[src/rtl/axi_lite_arbiter.sv]
// ============================================================================
// Module      : axi_lite_arbiter
// Description : Round-robin, whole-transaction arbiter sharing one AXI-lite
//               slave port between instruction fetch (m0) and load/store (m1).
// Revision    : 1.0 - initial release
// ============================================================================
`default_nettype none

module axi_lite_arbiter #(
  parameter int ADDR_W = 32,
  parameter int DATA_W = 32,
  parameter int STRB_W = DATA_W / 8
) (
  input  logic              clk,
  input  logic              rst,
  // master 0 (instruction fetch)
  input  logic [ADDR_W-1:0] m0_araddr,
  input  logic              m0_arvalid,
  output logic              m0_arready,
  output logic [DATA_W-1:0] m0_rdata,
  output logic              m0_rresp,
  output logic              m0_rvalid,
  input  logic              m0_rready,
  input  logic [ADDR_W-1:0] m0_awaddr,
  input  logic              m0_awvalid,
  output logic              m0_awready,
  input  logic [DATA_W-1:0] m0_wdata,
  input  logic [STRB_W-1:0] m0_wstrb,
  input  logic              m0_wvalid,
  output logic              m0_wready,
  output logic              m0_bresp,
  output logic              m0_bvalid,
  input  logic              m0_bready,
  // master 1 (load/store)
  input  logic [ADDR_W-1:0] m1_araddr,
  input  logic              m1_arvalid,
  output logic              m1_arready,
  output logic [DATA_W-1:0] m1_rdata,
  output logic              m1_rresp,
  output logic              m1_rvalid,
  input  logic              m1_rready,
  input  logic [ADDR_W-1:0] m1_awaddr,
  input  logic              m1_awvalid,
  output logic              m1_awready,
  input  logic [DATA_W-1:0] m1_wdata,
  input  logic [STRB_W-1:0] m1_wstrb,
  input  logic              m1_wvalid,
  output logic              m1_wready,
  output logic              m1_bresp,
  output logic              m1_bvalid,
  input  logic              m1_bready,
  // downstream slave port
  output logic [ADDR_W-1:0] s_araddr,
  output logic              s_arvalid,
  input  logic              s_arready,
  input  logic [DATA_W-1:0] s_rdata,
  input  logic              s_rresp,
  input  logic              s_rvalid,
  output logic              s_rready,
  output logic [ADDR_W-1:0] s_awaddr,
  output logic              s_awvalid,
  input  logic              s_awready,
  output logic [DATA_W-1:0] s_wdata,
  output logic [STRB_W-1:0] s_wstrb,
  output logic              s_wvalid,
  input  logic              s_wready,
  input  logic              s_bresp,
  input  logic              s_bvalid,
  output logic              s_bready
);

  typedef enum logic [2:0] {
    S_IDLE = 3'd0,
    S_AR   = 3'd1,
    S_R    = 3'd2,
    S_WR   = 3'd3,
    S_B    = 3'd4
  } state_t;

  state_t r_state;
  logic   r_grant;
  logic   r_last_grant;
  logic   r_aw_done;
  logic   r_w_done;

  // Arbitration decision, only consumed in IDLE
  logic w_req0, w_req1, w_pick, w_pick_rd;
  assign w_req0    = m0_arvalid | m0_awvalid;
  assign w_req1    = m1_arvalid | m1_awvalid;
  assign w_pick    = (w_req0 & w_req1) ? ~r_last_grant : w_req1;
  assign w_pick_rd = w_pick ? m1_arvalid : m0_arvalid;

  // Request side of the granted master
  logic [ADDR_W-1:0] w_araddr, w_awaddr;
  logic [DATA_W-1:0] w_wdata;
  logic [STRB_W-1:0] w_wstrb;
  logic w_arvalid, w_rready, w_awvalid, w_wvalid, w_bready;
  assign w_araddr  = r_grant ? m1_araddr  : m0_araddr;
  assign w_arvalid = r_grant ? m1_arvalid : m0_arvalid;
  assign w_rready  = r_grant ? m1_rready  : m0_rready;
  assign w_awaddr  = r_grant ? m1_awaddr  : m0_awaddr;
  assign w_awvalid = r_grant ? m1_awvalid : m0_awvalid;
  assign w_wdata   = r_grant ? m1_wdata   : m0_wdata;
  assign w_wstrb   = r_grant ? m1_wstrb   : m0_wstrb;
  assign w_wvalid  = r_grant ? m1_wvalid  : m0_wvalid;
  assign w_bready  = r_grant ? m1_bready  : m0_bready;

  always_comb begin
    s_araddr  = '0;
    s_arvalid = 1'b0;
    s_rready  = 1'b0;
    s_awaddr  = '0;
    s_awvalid = 1'b0;
    s_wdata   = '0;
    s_wstrb   = '0;
    s_wvalid  = 1'b0;
    s_bready  = 1'b0;
    unique case (r_state)
      S_AR: begin
        s_araddr  = w_araddr;
        s_arvalid = w_arvalid;
      end
      S_R:  s_rready = w_rready;
      S_WR: begin
        // A channel that already handshook must not issue a second beat
        s_awaddr  = w_awaddr;
        s_awvalid = w_awvalid & ~r_aw_done;
        s_wdata   = w_wdata;
        s_wstrb   = w_wstrb;
        s_wvalid  = w_wvalid & ~r_w_done;
      end
      S_B:  s_bready = w_bready;
      default: ;
    endcase
  end

  // Response side, before steering to the granted master
  logic [DATA_W-1:0] w_rdata;
  logic w_arready, w_rresp, w_rvalid, w_awready, w_wready, w_bresp, w_bvalid;
  assign w_arready = (r_state == S_AR) & s_arready;
  assign w_rvalid  = (r_state == S_R)  & s_rvalid;
  assign w_rdata   = (r_state == S_R)  ? s_rdata : '0;
  assign w_rresp   = (r_state == S_R)  & s_rresp;
  assign w_awready = (r_state == S_WR) & s_awready & ~r_aw_done;
  assign w_wready  = (r_state == S_WR) & s_wready & ~r_w_done;
  assign w_bvalid  = (r_state == S_B)  & s_bvalid;
  assign w_bresp   = (r_state == S_B)  & s_bresp;

  assign m0_arready = ~r_grant & w_arready;
  assign m0_rvalid  = ~r_grant & w_rvalid;
  assign m0_rdata   = r_grant ? '0 : w_rdata;
  assign m0_rresp   = ~r_grant & w_rresp;
  assign m0_awready = ~r_grant & w_awready;
  assign m0_wready  = ~r_grant & w_wready;
  assign m0_bvalid  = ~r_grant & w_bvalid;
  assign m0_bresp   = ~r_grant & w_bresp;

  assign m1_arready = r_grant & w_arready;
  assign m1_rvalid  = r_grant & w_rvalid;
  assign m1_rdata   = r_grant ? w_rdata : '0;
  assign m1_rresp   = r_grant & w_rresp;
  assign m1_awready = r_grant & w_awready;
  assign m1_wready  = r_grant & w_wready;
  assign m1_bvalid  = r_grant & w_bvalid;
  assign m1_bresp   = r_grant & w_bresp;

  logic w_aw_hs, w_w_hs;
  assign w_aw_hs = s_awvalid & s_awready;
  assign w_w_hs  = s_wvalid & s_wready;

  always_ff @(posedge clk or negedge rst) begin
    if (!rst) begin
      r_state      <= S_IDLE;
      r_grant      <= 1'b0;
      r_last_grant <= 1'b1;
      r_aw_done    <= 1'b0;
      r_w_done     <= 1'b0;
    end else begin
      case (r_state)
        S_IDLE: begin
          if (w_req0 | w_req1) begin
            r_grant <= w_pick;
            r_state <= w_pick_rd ? S_AR : S_WR;
          end
        end
        S_AR: if (s_arvalid & s_arready) r_state <= S_R;
        S_R: begin
          if (s_rvalid & s_rready) begin
            r_state      <= S_IDLE;
            r_last_grant <= r_grant;
          end
        end
        S_WR: begin
          if ((r_aw_done | w_aw_hs) & (r_w_done | w_w_hs)) begin
            r_state   <= S_B;
            r_aw_done <= 1'b0;
            r_w_done  <= 1'b0;
          end else begin
            if (w_aw_hs) r_aw_done <= 1'b1;
            if (w_w_hs)  r_w_done  <= 1'b1;
          end
        end
        S_B: begin
          if (s_bvalid & s_bready) begin
            r_state      <= S_IDLE;
            r_last_grant <= r_grant;
          end
        end
        default: r_state <= S_IDLE;
      endcase
    end
  end

endmodule

`default_nettype wire
[config.mk]
export PLATFORM = sky130hd
export DESIGN_NAME = axi_lite_arbiter
export DESIGN_NICKNAME = d
export VERILOG_FILES = /design/src/rtl/axi_lite_arbiter.sv
export SDC_FILE = /design/constraint.sdc
export NUM_CORES = 1
export LEC_CHECK = 0
export BUFFER_PORTS_ARGS = -buffer_cell sky130_fd_sc_hd__buf_2
export CAP_MARGIN = 40
export CORE_AREA = 3 3 166 168
export CTS_BUF_LIST = sky130_fd_sc_hd__clkbuf_8
export DETAILED_ROUTE_END_ITERATION = 16
export DIE_AREA = 0 0 169 171
export SYNTH_ARGS = -nofsm -noshare
export SYNTH_HDL_FRONTEND = slang
export SYNTH_SLANG_ARGS = --single-unit
[constraint.sdc]
create_clock -name clk -period 1.55 [get_ports clk]
set_clock_uncertainty 0.05 [all_clocks]
set_input_delay 0.155 -clock clk [delete_from_list [all_inputs] [get_ports clk]]
set_output_delay 0.155 -clock clk [all_outputs]
set_load 0.1 [all_outputs]
# [After elaboration in Yosys (flattened, before gate mapping)]
# Index checks and enable logic that the tools add are counted.
[totals] register_bits=7 input_bits=251 elab_cells=101
[op_classes] eq_ne=9 muxes=37 n_bitwise=41 reduce_logical=9
[op_table] op="$mux W32" n=9
[op_table] op="$and A1 B1 Y1" n=32
[op_table] op="$mux W1" n=18
[op_table] op="$mux W3" n=5
[op_table] op="$pmux W3 S5" n=1
[op_table] op="$mux W4" n=2
[op_table] op="$ne A2 B1 Y1 const B" n=4
[op_table] op="$eq A3 B2 Y1 const B" n=2
[op_table] op="$reduce_and A2 Y1" n=3
[op_table] op="$reduce_bool A2 Y1" n=3
[op_table] op="$or A1 B1 Y1" n=5
[op_table] op="$reduce_and A5 Y1" n=1
[op_table] op="$not A1 Y1" n=4
[op_table] op="$eq A3 B1 Y1 const B" n=1
[op_table] op="$eq A3 B3 Y1 const B" n=1
[op_table] op="$logic_not A3 Y1" n=1
[op_table] op="$reduce_and A3 Y1" n=1
[op_table] op="$mux W2" n=1
[op_table] op="$ne A2 B2 Y1 const B" n=1
[op_table] op="$pmux W1 S2" n=1

# [Logic depth before layout (Yosys ltp)]
[logic_depth] depth_word=8 depth_mapped=6 mapped_depth_nobuf=4

# [Worst setup path after synthesis]
# No wires, ideal clock.
[synth_path] path_type="reg2out" startpoint="register r_state[2]" endpoint="output m0_awready" arrival_time_ns=3.715 path_slack_ns=-2.370 path_stages_with_launch=4 path_cell_list="dfrtp_1 > nand3b_1 > clkbuf_1 > nor4_1"
[synth_between] elab_chain_cells=4
[synth_lines] item="start, declared" line_no="80" rtl="state_t r_state;"
[synth_lines] item="start signal, assigned" line_no="183" rtl="r_state <= w_pick_rd ? S_AR : S_WR;"
[synth_lines] item="$eq A3 B2 Y1" line_no="144" rtl="assign w_awready = (r_state == S_WR) & s_awready & ~r_aw_done;"
[synth_lines] item="$and A1 B1 Y1 (2 in a row)" line_no="144"
[synth_lines] item="$and A1 B1 Y1" line_no="153" rtl="assign m0_awready = ~r_grant & w_awready;"
[synth_lines] item="end, declared" line_no="26" rtl="output logic m0_awready,"
# No other way between the ends.

# [Worst setup path in the final report]
[layout_path] startpoint="register r_grant" endpoint="output s_wdata[28]"
[layout_between] elab_chain_cells=2
[layout_lines] item="start, declared" line_no="81" rtl="logic r_grant;"
[layout_lines] item="start signal, assigned" line_no="182" rtl="r_grant <= w_pick;"
[layout_lines] item="$mux W32" line_no="103" rtl="assign w_wdata = r_grant ? m1_wdata : m0_wdata;"
[layout_lines] item="$mux W32" line_no="118" rtl="unique case (r_state)"
[layout_lines] item="end, declared" line_no="63" rtl="output logic [DATA_W-1:0] s_wdata,"
# No other way between the ends.

==> results by group <==
Floorplan
  – Die width: ~170 um
  – Initial Util: approximately a tenth
  – Core Area: around 26000 um^2
  – # rows: ~60
  – Die ar.: between 20000 and 30000 um^2
  – Die Y: 171 um
  – # IOs: 434

Logic synthesis
  – Synthesized area: 2620 um^2
  – #FFs+latches synth: 7
  – Post-synthesis sequential area ratio: 6.73%
  – YS warnings: 0
  – Post-Synthesis Cells: between 300 and 400
  – Average size of a mapped cell: ~6.9 um^2
  – Top area cells in the synthesized netlist: mux2i_1, and3_1, nor2_1
  – Post-synth EDFFs: 0
  – Top_reg_cell synth: dfrtp_1
  – Synth top cells by count: nor2_1, mux2i_1, and3_1
  – Asr flop ratio synth: 100%
  – Yosys cell types: 39
  – Synth Net Count: around 630
  – Synth area leader: mux2i_1
  – Cell with the most instances after synthesis: nor2_1
  – Top-area cell type share of the netlist area: between 30% and 40%

Outcome
  – Violated checks: negative setup slack
  – Status: finished with violations

Route
  – Antenna-violating nets left: 0
  – Drc violations: 0
  – Drt total wl: between 20000 and 25000 um
  – Drt via density: 4.07
  – Routed WL per cell: around 19 um
  – Routed via count: 4965
  – Drt first-iter violations: around 110
  – Drt pass-1 iters: 4

Critical path
  – Crit path largest cell delay: approximately 0.58 ns
  – Crit-path max FO: 9
  – RR Endpoint: r_state[2]
  – Worst Path Arrival: approximately 1.7 ns
  – Worst R2R Path Depth: 6
  – Startpoint types: register
  – Critical path class: reg -> out
  – Cell Chain, Critical Path: buf_12, clkbuf_16, mux2i_4, nor2_2, buf_12
  – Delay-heaviest family, CP: flip-flops
  – Slowest cell on the critical path: dfrtp_4
  – WP buf/inv: 3
  – Endpoint type of the worst setup path: output port
  – Worst r2r src: r_grant
  – CP required: 1.34 ns
  – Crit-path most repeated cell: buf_12
  – R2R Setup Slk: -0.27 ns

STA
  – Min Clock Period, post-route: slightly below 2 ns
  – Slew Limit Headroom: 71.6%
  – RSZ-0062 raised after global routing: yes
  – Final hold violation count: 0
  – Worst-Margin Slew: 0.423 ns
  – Crit share post-route: 125%
  – Setup WS post-layout: -0.389 ns
  – Highest Clock Rate: about 0.52 GHz
  – Setup violators final: ~190
  – Final Max Slew Viols: 0

Power and ir drop
  – PD cells: around 2300 nW/um^2
  – Pleak: about 0.0045 uW
  – Power Total: 24800 uW
  – Worst VDD drop: about 0.0013 V

Cells and area
  – Seq. cell area: 181 um^2
  – Synth-to-Final Area Change: 321%
  – Layout fillers: roughly 2400
  – Area occupied by multi-input gates: just under 4000 um^2
  – Proportion of layout cells with a drive suffix above 1: between 90% and 100%
  – Fin nets: ~1100
  – Final Non-Filler Cells: approximately 1200

Clock network
  – Clock sinks: 7
  – Root Buffer: clkbuf_8
  – Clk Latency, worst-skew pair: between 0.2 and 0.25 ns
  – Clk buf depth: 2
  – Worst-path clk slew: approximately 0.050 ns
  – CTS tree: built
  – CTS buffer count: 3
  – H-tree levels: 1

Placed design
  – Final HPWL DP: roughly 17000 um
  – Placed insts: between 1000 and 1500
  – Gpl congestion: 0.807
  – Number of port buffers: between 400 and 500

Min path
  – Hold_sp: m0_rready
  – WHS Endpoint: r_last_grant
  – Hold Crit Class: in -> reg
  – Worst Hold Depth: 3

GRT
  – First-pass GRT wire length: 29600 um
  – Total global-route track usage: between 10% and 20%
  – Grt ovf: 0
  – Largest net degree at the start of global routing: 24
  – Initial antenna violation count: 3
  – Vias in the first global route: roughly 5000

Flow run
  – Max-Cap Viols: 0
## per-stage QoR
| step | hold WS (ns) | worst slack [ns] | setup TNS, ns | instance area (um^2) | utilization (%) |
|---|---|---|---|---|---|
| floorplan | -0.191 | -0.954 | -72.40 | 3540 | - |
| global placement | -0.0408 | -0.173 | -15.65 | 9200 | 35.3 |
| detailed placement | -0.0347 | -0.187 | -18.46 | 9200 | 35.3 |
| CTS | 0.160 | -0.400 | -61.88 | 10200 | 39.0 |
| global route | 0.194 | -0.439 | -71.85 | 11000 | 42.3 |
| finish | 0.174 | -0.389 | -59.33 | 11000 | 42.3 |
## how the worst max path moves through the flow
| stage | from | endpoint | cells past startpoint |
|---|---|---|---|
| 2_1_floorplan | r_grant | s_araddr[29] | 6 |
| 3_3_place_gp | r_state[2] | m1_rdata[8] | 5 |
| 3_5_place_dp | r_state[2] | m1_rdata[8] | 5 |
| 4_1_cts | r_state[2] | m1_rdata[8] | 6 |
| 5_1_grt | r_state[2] | m1_rdata[27] | 6 |
| 6_report | r_grant | s_wdata[28] | 5 |
## where the power goes
| group | internal (uW) | total, uW | switching, uW |
|---|---|---|---|
| registers | 287 | 469 | 181 |
| logic | 10100 | 24100 | 14000 |
| clock network | 172 | 264 | 91.8 |
| total | 10600 | 24800 | 14300 |
## worst register-to-register path: stages (launching register included)
cell     delay [ns]
dfrtp_4        0.58
buf_4          0.18
mux2_4         0.20
a21oi_1        0.06
buf_4          0.15
or3_1          0.35
a31oi_1        0.16
## per-layer routing
metal | part of all wire (%) | vias up | global-route usage (%)
li1 | - | 2355 | -
met4 | 1.9 | 0 | 2.96
met1 | 36 | 2342 | 14.8
met3 | 6.3 | 22 | 2.61
met5 | 0 | - | 0
met2 | 56 | 246 | 25.4
## cell type report
type                    count  share of cell area [%]
multi-input cells         330                    35.9
well taps                 335                    3.80
flip-flops and latches      7                    1.65
clock inverters             1                  0.0341
repair buffers            536                    58.0
diodes                      3                  0.0681
inverters                   5                   0.216
clock buffers               3                   0.375
## sequential cells by signal, summed over array words and instances (netlist names)
name	count
r_w_done	1
r_grant	1
r_last_grant	1
r_aw_done	1
r_state	3
## kinds of logic after synthesis
| kind of cell | after synthesis | synth area share [%] |
|---|---|---|
| and+or+nand+nor | 210 | 39.9 |
| muxes | 105 | 40.3 |
| buffers and inverters | 45 | 8.98 |
| AOI/OAI and AO/OA | 15 | 4.11 |
| DFF | 7 | 6.73 |
## placed cells by master (no fill, tap or decap), types with 2 or more instances in the layout
master,n
buf_16,10
buf_12,197
nor3b_4,2
clkbuf_8,3
nor2_4,89
buf_8,8
and3_4,69
buf_6,17
buf_2,250
mux2i_2,62
inv_1,5
nor2_2,12
buf_4,42
nor4_4,3
mux2i_1,17
nor3_4,5
clkbuf_16,10
nand2_1,3
mux2i_4,25
nor2_1,10
or3_1,2
diode_2,3
dfrtp_1,4
o22a_1,2
a21oi_1,3
## what timing repair did
action                                  4_1_cts  5_1_grt
resized for setup                           158      115
pin swaps                                    21       33
endpoints found under the hold margin         7        0
endpoints found under the setup margin      187      189
gates cloned                                  7       13
setup buffers                                11        9
hold buffers                                  1        0
Power figures use the tool's default switching activity.
